==> config.mk <==
export PLATFORM = sky130hd
export DESIGN_NAME = mt_maint_seq
export DESIGN_NICKNAME = d
export VERILOG_FILES = /design/src/rtl/mt_maint_pkg.sv /design/src/rtl/mt_maint_pat.sv /design/src/rtl/mt_maint_seq.sv
export SDC_FILE = /design/constraint.sdc
export NUM_CORES = 1
export LEC_CHECK = 0
export CORE_UTILIZATION = 47
export DETAILED_ROUTE_END_ITERATION = 8
export GPL_TIMING_DRIVEN = 0
export PLACE_DENSITY = 0.75
export SKIP_LAST_GASP = 1
export SYNTH_ARGS = -nofsm -noshare
export SYNTH_HDL_FRONTEND = slang
export SYNTH_HIERARCHICAL = 1
export SYNTH_SLANG_ARGS = --single-unit
==> constraint.sdc <==
create_clock -name clk -period 3.6 [get_ports clk]
set_clock_uncertainty 0.2 [all_clocks]
set_input_delay 0.72 -clock clk [delete_from_list [all_inputs] [get_ports clk]]
set_output_delay 0.72 -clock clk [all_outputs]
set_load 0.1 [all_outputs]
==> src/rtl/mt_maint_pkg.sv <==
// Shared types and field positions for the MT maintenance-mode sequencer.
package mt_maint_pkg;

  // Bit positions of the fields inside the maintenance register word.
  localparam int unsigned MR_MM      = 0;
  localparam int unsigned MR_MOP_LSB = 1;
  localparam int unsigned MR_MOP_MSB = 4;
  localparam int unsigned MR_MC      = 5;
  localparam int unsigned MR_BPICLK  = 6;
  localparam int unsigned MR_MDF_LSB = 7;
  localparam int unsigned MR_MDF_MSB = 15;

  typedef logic [8:0] mtChar_t;

  typedef enum logic [3:0] {
    MOP_NONE   = 4'd0,
    MOP_SINGLE = 4'd1,
    MOP_REPEAT = 4'd2,
    MOP_COUNT  = 4'd3,
    MOP_WALK   = 4'd4
  } mop_e;

  typedef enum logic [1:0] {
    ST_IDLE,
    ST_WAIT,
    ST_SEND,
    ST_DONE
  } state_e;

  // Only operations 1..4 start a record; the rest behave as "none".
  function automatic logic mopActive(input logic [3:0] m);
    return (m >= 4'd1) && (m <= 4'd4);
  endfunction

endpackage

==> src/rtl/mt_maint_pat.sv <==
// Pattern generator: holds the next character of the current record.
module mt_maint_pat
  import mt_maint_pkg::*;
(
  input  logic    clk,
  input  logic    rst,
  input  logic    load,
  input  logic    advance,
  input  mop_e    mode,
  input  mtChar_t seed,
  output mtChar_t curChar
);

  mop_e modeQ;

  // Load the first character on record start, step it after each transfer.
  always_ff @(posedge clk or negedge rst) begin
    if (!rst) begin
      modeQ   <= MOP_NONE;
      curChar <= '0;
    end else if (load) begin
      modeQ   <= mode;
      curChar <= (mode == MOP_WALK) ? 9'h001 : seed;
    end else if (advance) begin
      case (modeQ)
        MOP_COUNT: curChar <= curChar + 9'd1;
        MOP_WALK:  curChar <= {curChar[7:0], curChar[8]};
        default:   curChar <= curChar;
      endcase
    end
  end

endmodule

==> src/rtl/mt_maint_seq.sv <==
// Maintenance-mode character sequencer: decodes the live MR word and emits
// BPI-paced read characters through a valid/ready handshake.
module mt_maint_seq
  import mt_maint_pkg::*;
#(
  parameter int unsigned RECLEN = 16
) (
  input  logic        clk,
  input  logic        rst,
  input  logic [15:0] mtMR,
  input  logic        mtmrWRITE,
  output logic [8:0]  mtMDATA,
  output logic        mtMVALID,
  input  logic        mtMREADY,
  output logic        mtMEOR,
  output logic        mtMBUSY,
  output logic        mtMOVR
);

  localparam logic [11:0] RECLEN_W = 12'(RECLEN);

  state_e      state;
  state_e      stateNxt;
  logic        bpiPrev;
  logic        bpiRise;
  logic        mm;
  mop_e        mopIn;
  mtChar_t     mdfIn;
  mtChar_t     patChar;
  logic        start;
  logic        xfer;
  logic        loadChar;
  logic [11:0] count;
  logic        unusedMc;

  assign mm       = mtMR[MR_MM];
  assign mopIn    = mop_e'(mtMR[MR_MOP_MSB:MR_MOP_LSB]);
  assign mdfIn    = mtMR[MR_MDF_MSB:MR_MDF_LSB];
  assign unusedMc = mtMR[MR_MC];
  assign bpiRise  = mtMR[MR_BPICLK] & ~bpiPrev;

  assign start    = (state == ST_IDLE) && mm && mopActive(mtMR[MR_MOP_MSB:MR_MOP_LSB]) && !mtmrWRITE;
  assign xfer     = (state == ST_SEND) && mtMREADY;
  assign loadChar = (state == ST_WAIT) && mm && bpiRise && !mtmrWRITE;

  assign mtMVALID = (state == ST_SEND);
  assign mtMBUSY  = (state != ST_IDLE);

  // BPI clock sample for rising-edge detection.
  always_ff @(posedge clk or negedge rst) begin
    if (!rst) bpiPrev <= 1'b0;
    else      bpiPrev <= mtMR[MR_BPICLK];
  end

  // State register.
  always_ff @(posedge clk or negedge rst) begin
    if (!rst) state <= ST_IDLE;
    else      state <= stateNxt;
  end

  // Next-state decode; an MR write overrides everything.
  always_comb begin
    stateNxt = state;
    if (mtmrWRITE) begin
      stateNxt = ST_IDLE;
    end else begin
      case (state)
        ST_IDLE: if (start) stateNxt = ST_WAIT;
        ST_WAIT: begin
          if (!mm)          stateNxt = ST_IDLE;
          else if (bpiRise) stateNxt = ST_SEND;
        end
        ST_SEND: begin
          if (!mm)           stateNxt = ST_IDLE;
          else if (mtMREADY) stateNxt = mtMEOR ? ST_DONE : ST_WAIT;
        end
        ST_DONE: if (!mm) stateNxt = ST_IDLE;
        default: stateNxt = ST_IDLE;
      endcase
    end
  end

  // Remaining-character count and the registered output character.
  always_ff @(posedge clk or negedge rst) begin
    if (!rst) begin
      count   <= '0;
      mtMDATA <= '0;
      mtMEOR  <= 1'b0;
    end else if (mtmrWRITE) begin
      count <= '0;
    end else begin
      if (start)
        count <= (mopIn == MOP_SINGLE) ? 12'd1 : RECLEN_W;
      else if (xfer)
        count <= count - 12'd1;
      if (loadChar) begin
        mtMDATA <= patChar;
        mtMEOR  <= (count == 12'd1);
      end
    end
  end

  // Sticky overrun: BPI edge while a character is still unaccepted.
  always_ff @(posedge clk or negedge rst) begin
    if (!rst)
      mtMOVR <= 1'b0;
    else if (mtmrWRITE)
      mtMOVR <= 1'b0;
    else if ((state == ST_SEND) && bpiRise && !mtMREADY)
      mtMOVR <= 1'b1;
  end

  mt_maint_pat u_pat (
    .clk     (clk),
    .rst     (rst),
    .load    (start),
    .advance (xfer),
    .mode    (mopIn),
    .seed    (mdfIn),
    .curChar (patChar)
  );

endmodule

==> results of run 1 <==
## registers in the layout (all words and copies together) (netlist names)
| name | flops |
|---|---|
| mtMOVR | 1 |
| u_pat/curChar | 9 |
| bpiPrev | 1 |
| mtMDATA | 9 |
| mtMEOR | 1 |
| u_pat/modeQ | 4 |
| count | 12 |
| state | 2 |
## metal layers
metal	global-route usage, %	wire [um]	share of wire [%]
met5	0	0	0
met4	7.78	70	1.4
met3	4.84	236	4.8
met2	35.0	2280	47
met1	29.6	2310	47
## critical path: cells and delay by family
family,cells,cell delay (ps)
buffers and inverters,3,1290
multiplexers,1,360
AND/OR/NAND/NOR,3,960
## worst min-delay path by stage
stage                     slack, ps          to
final                           310  mtMDATA[6]
after global routing            320  mtMDATA[2]
after CTS                       310  mtMDATA[6]
after detailed placement        290  mtMDATA[6]
after global placement          280      mtMOVR
after floorplan                 220     bpiPrev
## synth_stat cells (4+ instances only)
master     count
inv_1          8
mux2_2        15
nand2_1       11
nor2b_1        4
and3_1         4
o21ai_0        7
a21oi_1       12
xor2_1         9
buf_2          4
o2bb2ai_1      4
nand3_1        5
nor2_1        16
nand4_1        4
nor3_1         8
dfrtp_1       39
## cell type report
cell class | count | area (um2)
fill | 381 | 1740
multi-input combinational | 157 | 1180
sequential | 39 | 976
timing repair buffer | 31 | 305
clock buffer | 6 | 82.6
tap | 52 | 65.1
buffer | 9 | 56.3
clock inverter | 2 | 38.8
inverter | 8 | 30.0
## power breakdown
part | leakage (nW) | switching [mW] | internal, mW
sequential | 0.509 | 0.0789 | 0.496
combinational | 0.589 | 0.234 | 0.159
clock | 0.0618 | 0.169 | 0.228
## per-stage QoR
step	hold slack (ps)	total power [mW]	TNS, ps	instances	utilization [%]
global route	323	1.43	0	304	61.1
global placement	283	0.968	-2360	296	58.4
floorplan	224	0.860	0	213	-
finish	307	1.37	0	304	61.1
detailed placement	293	0.975	-1850	296	58.2
CTS	313	1.37	0	304	61.1
## timing repair
action,CTS,global route
pin swaps,0,0
endpoints found under the setup margin,2,5
hold buffers,0,0
resized for setup,1,1
## cells by family (layout without fill, tap and decap cells)
logic type | after synthesis | after routing | synth area share (%)
DFF | 39 | 39 | 43.6
adders and majority gates | 3 | 3 | 1.68
xor gates and xnor gates | 9 | 9 | 3.53
AOI/OAI and AO/OA | 50 | 50 | 17.2
muxes | 18 | 18 | 8.90
and+or+nand+nor | 77 | 77 | 21.3
buffers and inverters | 17 | 56 | 3.80
==> flow_summary.yaml, run 1 <==
status:
  status: "finished with violations"
  violations: "design-rule violations"
worst_setup_path:
  worstPathCellList: "clkdlybuf4s50_1 > nor4b_2 > nand3_1 > nor2_1 > clkbuf_1 > clkbuf_2 > mux2_2"
  critPathCaptureType: "flip-flop"
  crit_end: "u_pat/modeQ[2]"
  crit_path_max_incr_delay_ps: 510
  r2r-start: "state[0]"
  r2r_setup_slack_ps: 700
  required_ps: 3590
  rr_endpoint: "u_pat/modeQ[2]"
  critPathLaunchType: "input pin"
  path_class: "in2reg"
  cp-startpoint: "mtMR[4]"
  path_max_fanout: 10
  cp_slowest_cell: "clkdlybuf4s50_1"
  arrival_ps: 3330
  r2r.worst_path.cells: 6
worst_hold_path:
  worstHoldStart: "mtMDATA[6]"
  worstHoldPathCells: 1
  hp-class: "reg2reg"
yosys:
  async_reset_ff_share_pct: 100
  ys_seq_area_share_pct: 43.6
  syn_area_per_cell_um2: 10.5
  yosys_warnings: 6
  ys_types: 60
  synth_edf_count: 0
  yosys-top-cells-area: "dfrtp_1, mux2_2, xor2_1"
  netlist_instances: 213
  synth_largest_area_cell: "dfrtp_1"
  synth_top_area_share_pct: 43.6
  synth_ff_type: "dfrtp_1"
  syn_nets: 236
  synth_area_um2: 2240
  synth_seq_cells: 39
finish:
  final_cell_mix: "dfrtp_1, clkdlybuf4s50_1, nor2_1"
  final_common_cell: "dfrtp_1"
  layout-drive-gt1-share_pct: 18.3
  antennaDiodeCount: 0
  finalInstanceArea_um2: 2740
  area_delta_synth_final_pct: 22.3
  layout.nets: 274
global_route:
  grt_pass1_vias: 1817
  globalRoute.totalOverflow: 0
  grt_use_total_pct: 22.0
  grt_pass1_wl_mm: 8.61
  antenna_found_initial: 0
  grt_max_degree: 40
sta:
  finalHoldViolCount: 0
  tightest_slew_ps: 998
  period_share_pct: 92.6
  fmax_mhz: 300
  drv_slew: 0
  slew_headroom_pct: 33.2
  final.min_clock_period_ps: 3340
  rsz0062_at_grt: "no"
  setup_viol: 0
  worst_slack_ps: 265
placed_design:
  dp_hpwl_mm: 3.50
  io_buffers: 31
  place_ws_ps: -331
  postPlaceCellArea_um2: 2610
  place_congestion: 0.851
clock_tree:
  h-tree-depth: 2
  cts_sinks: 39
  tritoncts: "yes"
  cts_setup_buffers: 0
  clock_path_buffers: 2
  cts-root-buf: "clkbuf_8"
  clk_pin_slew_ps: 80
  cts_buffers: 5
  insertion_delay_ps: 300
floorplan:
  die_h_um: 71.0
  core_um2: 4470
  io_pins: 33
  num_rows: 24
  dieWidth_um: 71.0
  start_util_pct: 50.0
  die_area_um2: 5040
routing:
  routed_wl_mm: 4.90
  ant_nets: 0
  vias_per_cell: 5.95
  dr.pass1.iters: 9
  routedWlPerCell_um: 16.1
  drcViolationCount: 3
  num_vias: 1808
  drtIter0Drc: 149
power:
  p_leak_nw: 1.16
  power.density_nw_per_um2: 499
  vdd_drop_max_mv: 0.226
run:
  drv_cap: 0
No activity file was read; power rests on OpenSTA's default activity.
==> inputs of run 2 (changes only) <==
==> constraint.sdc (replaced) <==
create_clock -name clk -period 3.6 [get_ports clk]
set_clock_uncertainty 0.2 [all_clocks]
set_input_delay 0.72 -clock clk [delete_from_list [all_inputs] [get_ports clk]]
set_output_delay 0.72 -clock clk [all_outputs]
set_load 0.02 [all_outputs]
==> results of run 2 <==
The final DEF is identical to that of run 1. Status: finished with violations: design-rule violations.
Main changes from that run: total power 1.37 mW -> 1.27 mW; worst IR drop on VDD 0.226 mV -> 0.223 mV
==> RTL edit 1 (flow settings as in run 1) <==
Encoding of `state_e`: now one-hot (4 bits for 4 states).
--- a/src/rtl/mt_maint_pkg.sv
+++ b/src/rtl/mt_maint_pkg.sv
@@ -20,11 +20,11 @@
     MOP_WALK   = 4'd4
   } mop_e;
 
-  typedef enum logic [1:0] {
-    ST_IDLE,
-    ST_WAIT,
-    ST_SEND,
-    ST_DONE
+  typedef enum logic [3:0] {
+    ST_IDLE = 4'b0001,
+    ST_WAIT = 4'b0010,
+    ST_SEND = 4'b0100,
+    ST_DONE = 4'b1000
   } state_e;
 
   // Only operations 1..4 start a record; the rest behave as "none".
Formal check against the unedited RTL: same outputs for any inputs over 10 cycles, from zero or initial values and one cycle with rst low; not proved beyond that.
==> RTL edit 1 against run 1 <==
- sequential cell count up 2
- design area increased by 6.4%
- worst setup slack lost 0.097 ns
- non-clock buffer count up 2
- total power down 16%
- synthesized area grew 8.4%
- via count is 8.7% higher
- routed wire length grew 1.3%
- worst hold slack worse by 0.24 ns
- largest cell class unchanged
==> RTL edit 1: results (changes against run 1) <==
qor: place.dp.final_hpwl 3710 um [was 3500 um]
qor: yosys.post_synth.cell_area_avg 10.3 um2 [was 10.5 um2]
qor: detailed_routing.first_iter_violations 125 [was 149]
qor: sta.relSlewSlack 35.4% [was 33.2%]
qor: min_path.timing.hold.worst.class in2async [was reg2reg]
qor: critical_path.regToRegStartpoint state[0]$_DFFE_PN1P_ [was state[0]$_DFFE_PN0P_]
qor: yosys.synth.distinct_cells 59 [was 60]
qor: power.cellLeakagePower 0.00120 uW [was 0.00116 uW]
qor: yosys.yosys-top-cells-count sky130_fd_sc_hd__dfrtp_1, sky130_fd_sc_hd__mux2_2, sky130_fd_sc_hd__nor2_1 [was sky130_fd_sc_hd__dfrtp_1, sky130_fd_sc_hd__nor2_1, sky130_fd_sc_hd__mux2_2]
qor: detailed_routing.drt-pass1-iter-count 4 [was 9]
qor: grt.grt_first_pass_wirelength 8440 um [was 8610 um]
qor: grt.number_of_global_route_vias_before_repair 1803 [was 1817]
qor: critical_path.timing.critical_path.arrival 2.51 ns [was 3.33 ns]
qor: critical_path.crit_fanout 8 [was 10]
qor: detailed_routing.met3RoutedLength 219 um [was 236 um]
qor: detailed_routing.routed-via-count 1965 [was 1808]
qor: power.max-vdd-ir-drop 0.000224 V [was 0.000226 V]
qor: run_status.status completed [was finished with violations]
qor: yosys.synth_fp_nets 258 [was 236]
qor: yosys.netlist_top_cells_area sky130_fd_sc_hd__dfrtp_1, sky130_fd_sc_hd__mux2_2, sky130_fd_sc_hd__a21oi_1, sky130_fd_sc_hd__nor2_1, sky130_fd_sc_hd__xnor2_1 [was sky130_fd_sc_hd__dfrtp_1, sky130_fd_sc_hd__mux2_2, sky130_fd_sc_hd__xor2_1, sky130_fd_sc_hd__a21oi_1, sky130_fd_sc_hd__nor2_1]
qor: detailed_routing.via_per_inst 5.76 [was 5.95]
qor: yosys.synth.yosys.seq_area_share 42.4% [was 43.6%]
qor: layout.drive_above_1_share 17.5% [was 18.3%]
qor: place.post-place-cells 333 [was 296]
qor: critical_path.r2r_slack 0.18 ns [was 0.70 ns]
qor: place.place_congestion 0.830 [was 0.851]
RTL edit 1: cell count changes in the layout (fill, tap and decap cells not counted), sizes merged, moves of 3 or more:
cell | run 1 | this run
nand2b | 1 | 7
or4b | 2 | 6
xnor2 | 0 | 7
xor2 | 9 | 3
buf | 7 | 11
nand2 | 11 | 8
nor3 | 8 | 12
a21oi | 12 | 15
nand4 | 4 | 1
RTL edit 1: area by class of cell:
class | count | area, um2
plain buffers | 11 | 72.6
clock buffers | 5 | 68.8
clock inverters | 3 | 17.5
fillers | 453 | 1940
inverters | 8 | 32.5
multi-input cells | 175 | 1290
flip-flops and latches | 41 | 1030
well taps | 67 | 83.8
repair buffers | 31 | 314
RTL edit 1: worst max-delay path by stage:
| stage | end | start | cells after the start |
|---|---|---|---|
| floorplan | u_pat/modeQ[2]$_DFFE_PN0P_ | state[0]$_DFFE_PN1P_ | 6 |
| global placement | u_pat/modeQ[2]$_DFFE_PN0P_ | mtMR[2] | 7 |
| detailed placement | u_pat/modeQ[2]$_DFFE_PN0P_ | mtMR[2] | 7 |
| CTS | mtMBUSY | state[0]$_DFFE_PN1P_ | 2 |
| global route | u_pat/modeQ[3]$_DFFE_PN0P_ | state[0]$_DFFE_PN1P_ | 6 |
| finish | mtMBUSY | state[0]$_DFFE_PN1P_ | 2 |
RTL edit 1: through the flow:
step,area (um2),hold slack [ns],setup slack [ns]
4_1_cts,2910,0.0806,0.175
2_1_floorplan,2420,0.224,0.224
3_5_place_dp,2820,0.261,-0.0261
3_3_place_gp,2810,0.271,-0.0403
5_1_grt,2910,0.0904,0.0251
6_report,2910,0.0719,0.168
RTL edit 1: cells by family (layout without fill, tap and decap cells):
family,after synthesis,count (layout),share of synthesized area (%)
buffers and inverters,19,58,4.33
and+or+nand+nor,90,90,23.3
DFF,41,41,42.4
muxes,20,20,9.13
AOI/OAI and AO/OA,52,52,15.7
adders and majority gates,3,3,1.55
xor gates and xnor gates,10,10,3.61
RTL edit 1: timing repair:
item	in CTS	in global routing
setup endpoints to repair	1	0
hold buffers	0	0
resized for setup	1	0
RTL edit 1: power by group:
part	total, uW	switching [uW]	internal [uW]
Combinational	265	132	133
Clock	301	167	134
Sequential	585	78.3	506
Total	1150	378	773
RTL edit 1: per-layer routing:
metal | vias up | track usage [%]
met5 | - | 0
met4 | 0 | 5.77
met3 | 6 | 4.53
met2 | 50 | 31.4
met1 | 950 | 29.1
li1 | 959 | -
==> RTL edit 2 (settings of run 1) <==
Without the edit above. Change the parameter `RECLEN` from 16 to 8.
--- a/src/rtl/mt_maint_seq.sv
+++ b/src/rtl/mt_maint_seq.sv
@@ -3,7 +3,7 @@
 module mt_maint_seq
   import mt_maint_pkg::*;
 #(
-  parameter int unsigned RECLEN = 16
+  parameter int unsigned RECLEN = 8
 ) (
   input  logic        clk,
   input  logic        rst,
Check against the original RTL: same outputs for any inputs over 10 cycles, from zero or initial values and one cycle with rst low; that may be too few to reach the edited logic, so the function may still have changed.
==> RTL edit 2 against run 1 <==
- critical path depth is the same
- the run still ends with design-rule violations left
- routed wire length is 4.1% lower
- sequential share of layout area rose by 0.26 points
- synthesized cell count increased by 2.8%
- synthesized area increased by 0.84%
- largest power group unchanged
- worst setup slack got worse by 0.11 ns
- sequential cell count unchanged
- total power shrank 6.2%
- maximum frequency down 3.2%
- design area fell by 0.73%
==> RTL edit 2: results (changes against run 1) <==
qor: layout.fin_nets 280 [was 274]
qor: critical_path.timing.critical_path.arrival 3.42 ns [was 3.33 ns]
qor: yosys.yosys.area_share.adder 1.66% [was 1.68%]
qor: yosys.synth.mux.area_fraction 9.32% [was 8.90%]
qor: layout.fraction_of_cell_area_in_non_clock_buffers 13.5% [was 13.2%]
qor: place.dp.final_hpwl 3330 um [was 3500 um]
qor: layout.seqAreaFraction 35.9% [was 35.7%]
qor: sta.clock.fmax 0.290 GHz [was 0.300 GHz]
qor: layout.fillCellCount 379 [was 381]
qor: grt.number_of_global_route_vias_before_repair 1727 [was 1817]
qor: place.dp_worst_setup_slack -0.416 ns [was -0.331 ns]
qor: run_status.failing_checks design-rule violations [unchanged]
qor: critical_path.r2r_cells 7 [was 6]
qor: critical_path.regToRegStartpoint state[1]$_DFFE_PN0P_ [was state[0]$_DFFE_PN0P_]
qor: sta.relSlewSlack 34.4% [was 33.2%]
qor: layout.drive_above_1_share 16.3% [was 18.3%]
qor: yosys.yosys-top-cells-count sky130_fd_sc_hd__dfrtp_1, sky130_fd_sc_hd__nor2_1, sky130_fd_sc_hd__mux2_2 [unchanged]
qor: power.max-vdd-ir-drop 0.000320 V [was 0.000226 V]
qor: grt.grt_first_pass_wirelength 7890 um [was 8610 um]
qor: yosys.post_synth.cell_area_avg 10.3 um2 [was 10.5 um2]
qor: yosys.synth.yosys.seq_area_share 43.3% [was 43.6%]
qor: yosys.netlist_top_cells_area sky130_fd_sc_hd__dfrtp_1, sky130_fd_sc_hd__mux2_2, sky130_fd_sc_hd__nor2_1, sky130_fd_sc_hd__a21oi_1, sky130_fd_sc_hd__nor3_1 [was sky130_fd_sc_hd__dfrtp_1, sky130_fd_sc_hd__mux2_2, sky130_fd_sc_hd__xor2_1, sky130_fd_sc_hd__a21oi_1, sky130_fd_sc_hd__nor2_1]
qor: run_status.status finished with violations [unchanged]
qor: detailed_routing.drt-pass1-iter-count 6 [was 9]
qor: detailed_routing.detail_route.drc_violations 2 [was 3]
qor: place.place_congestion 0.824 [was 0.851]
qor: grt.met3_usage 3.80% [was 4.84%]
## RTL edit 2: what timing repair did
| action | in CTS | in global routing |
|---|---|---|
| endpoints found under the setup margin | 4 | 5 |
| gates resized for setup | 1 | 2 |
| buffers inserted | 0 | 0 |
| gates cloned | 0 | 0 |
## RTL edit 2: worst min-delay path by stage
stage                                      start                     end  cells past startpoint
after floorplan                              rst       bpiPrev$_DFF_PN0_                      0
after global placement    mtMDATA[7]$_DFFE_PN0P_  mtMDATA[7]$_DFFE_PN0P_                      1
after detailed placement  mtMDATA[5]$_DFFE_PN0P_  mtMDATA[5]$_DFFE_PN0P_                      1
after CTS                 mtMDATA[5]$_DFFE_PN0P_  mtMDATA[5]$_DFFE_PN0P_                      1
after global routing      mtMDATA[8]$_DFFE_PN0P_  mtMDATA[8]$_DFFE_PN0P_                      1
final                     mtMDATA[5]$_DFFE_PN0P_  mtMDATA[5]$_DFFE_PN0P_                      1
## RTL edit 2: worst max-delay path, stage by stage
cell and delay, ns:
sky130_fd_sc_hd__clkdlybuf4s50_1 0.51, sky130_fd_sc_hd__or4b_4 0.48, sky130_fd_sc_hd__or3_4 0.42, sky130_fd_sc_hd__nor2_1 0.35, sky130_fd_sc_hd__clkbuf_2 0.31, sky130_fd_sc_hd__buf_2 0.27
sky130_fd_sc_hd__mux2_2 0.36
## RTL edit 2: metrics by stage
| stage | area (um2) | power [uW] |
|---|---|---|
| floorplan | 2250 | 868 |
| global placement | 2630 | 974 |
| detailed placement | 2630 | 983 |
| CTS | 2710 | 1290 |
| global route | 2720 | 1350 |
| finish | 2720 | 1280 |
## RTL edit 2: where the power goes
group,leakage [uW],switching (uW),internal [uW]
sequential,0.000509,84.4,498
clock,0.0000470,153,150
combinational,0.000615,232,162
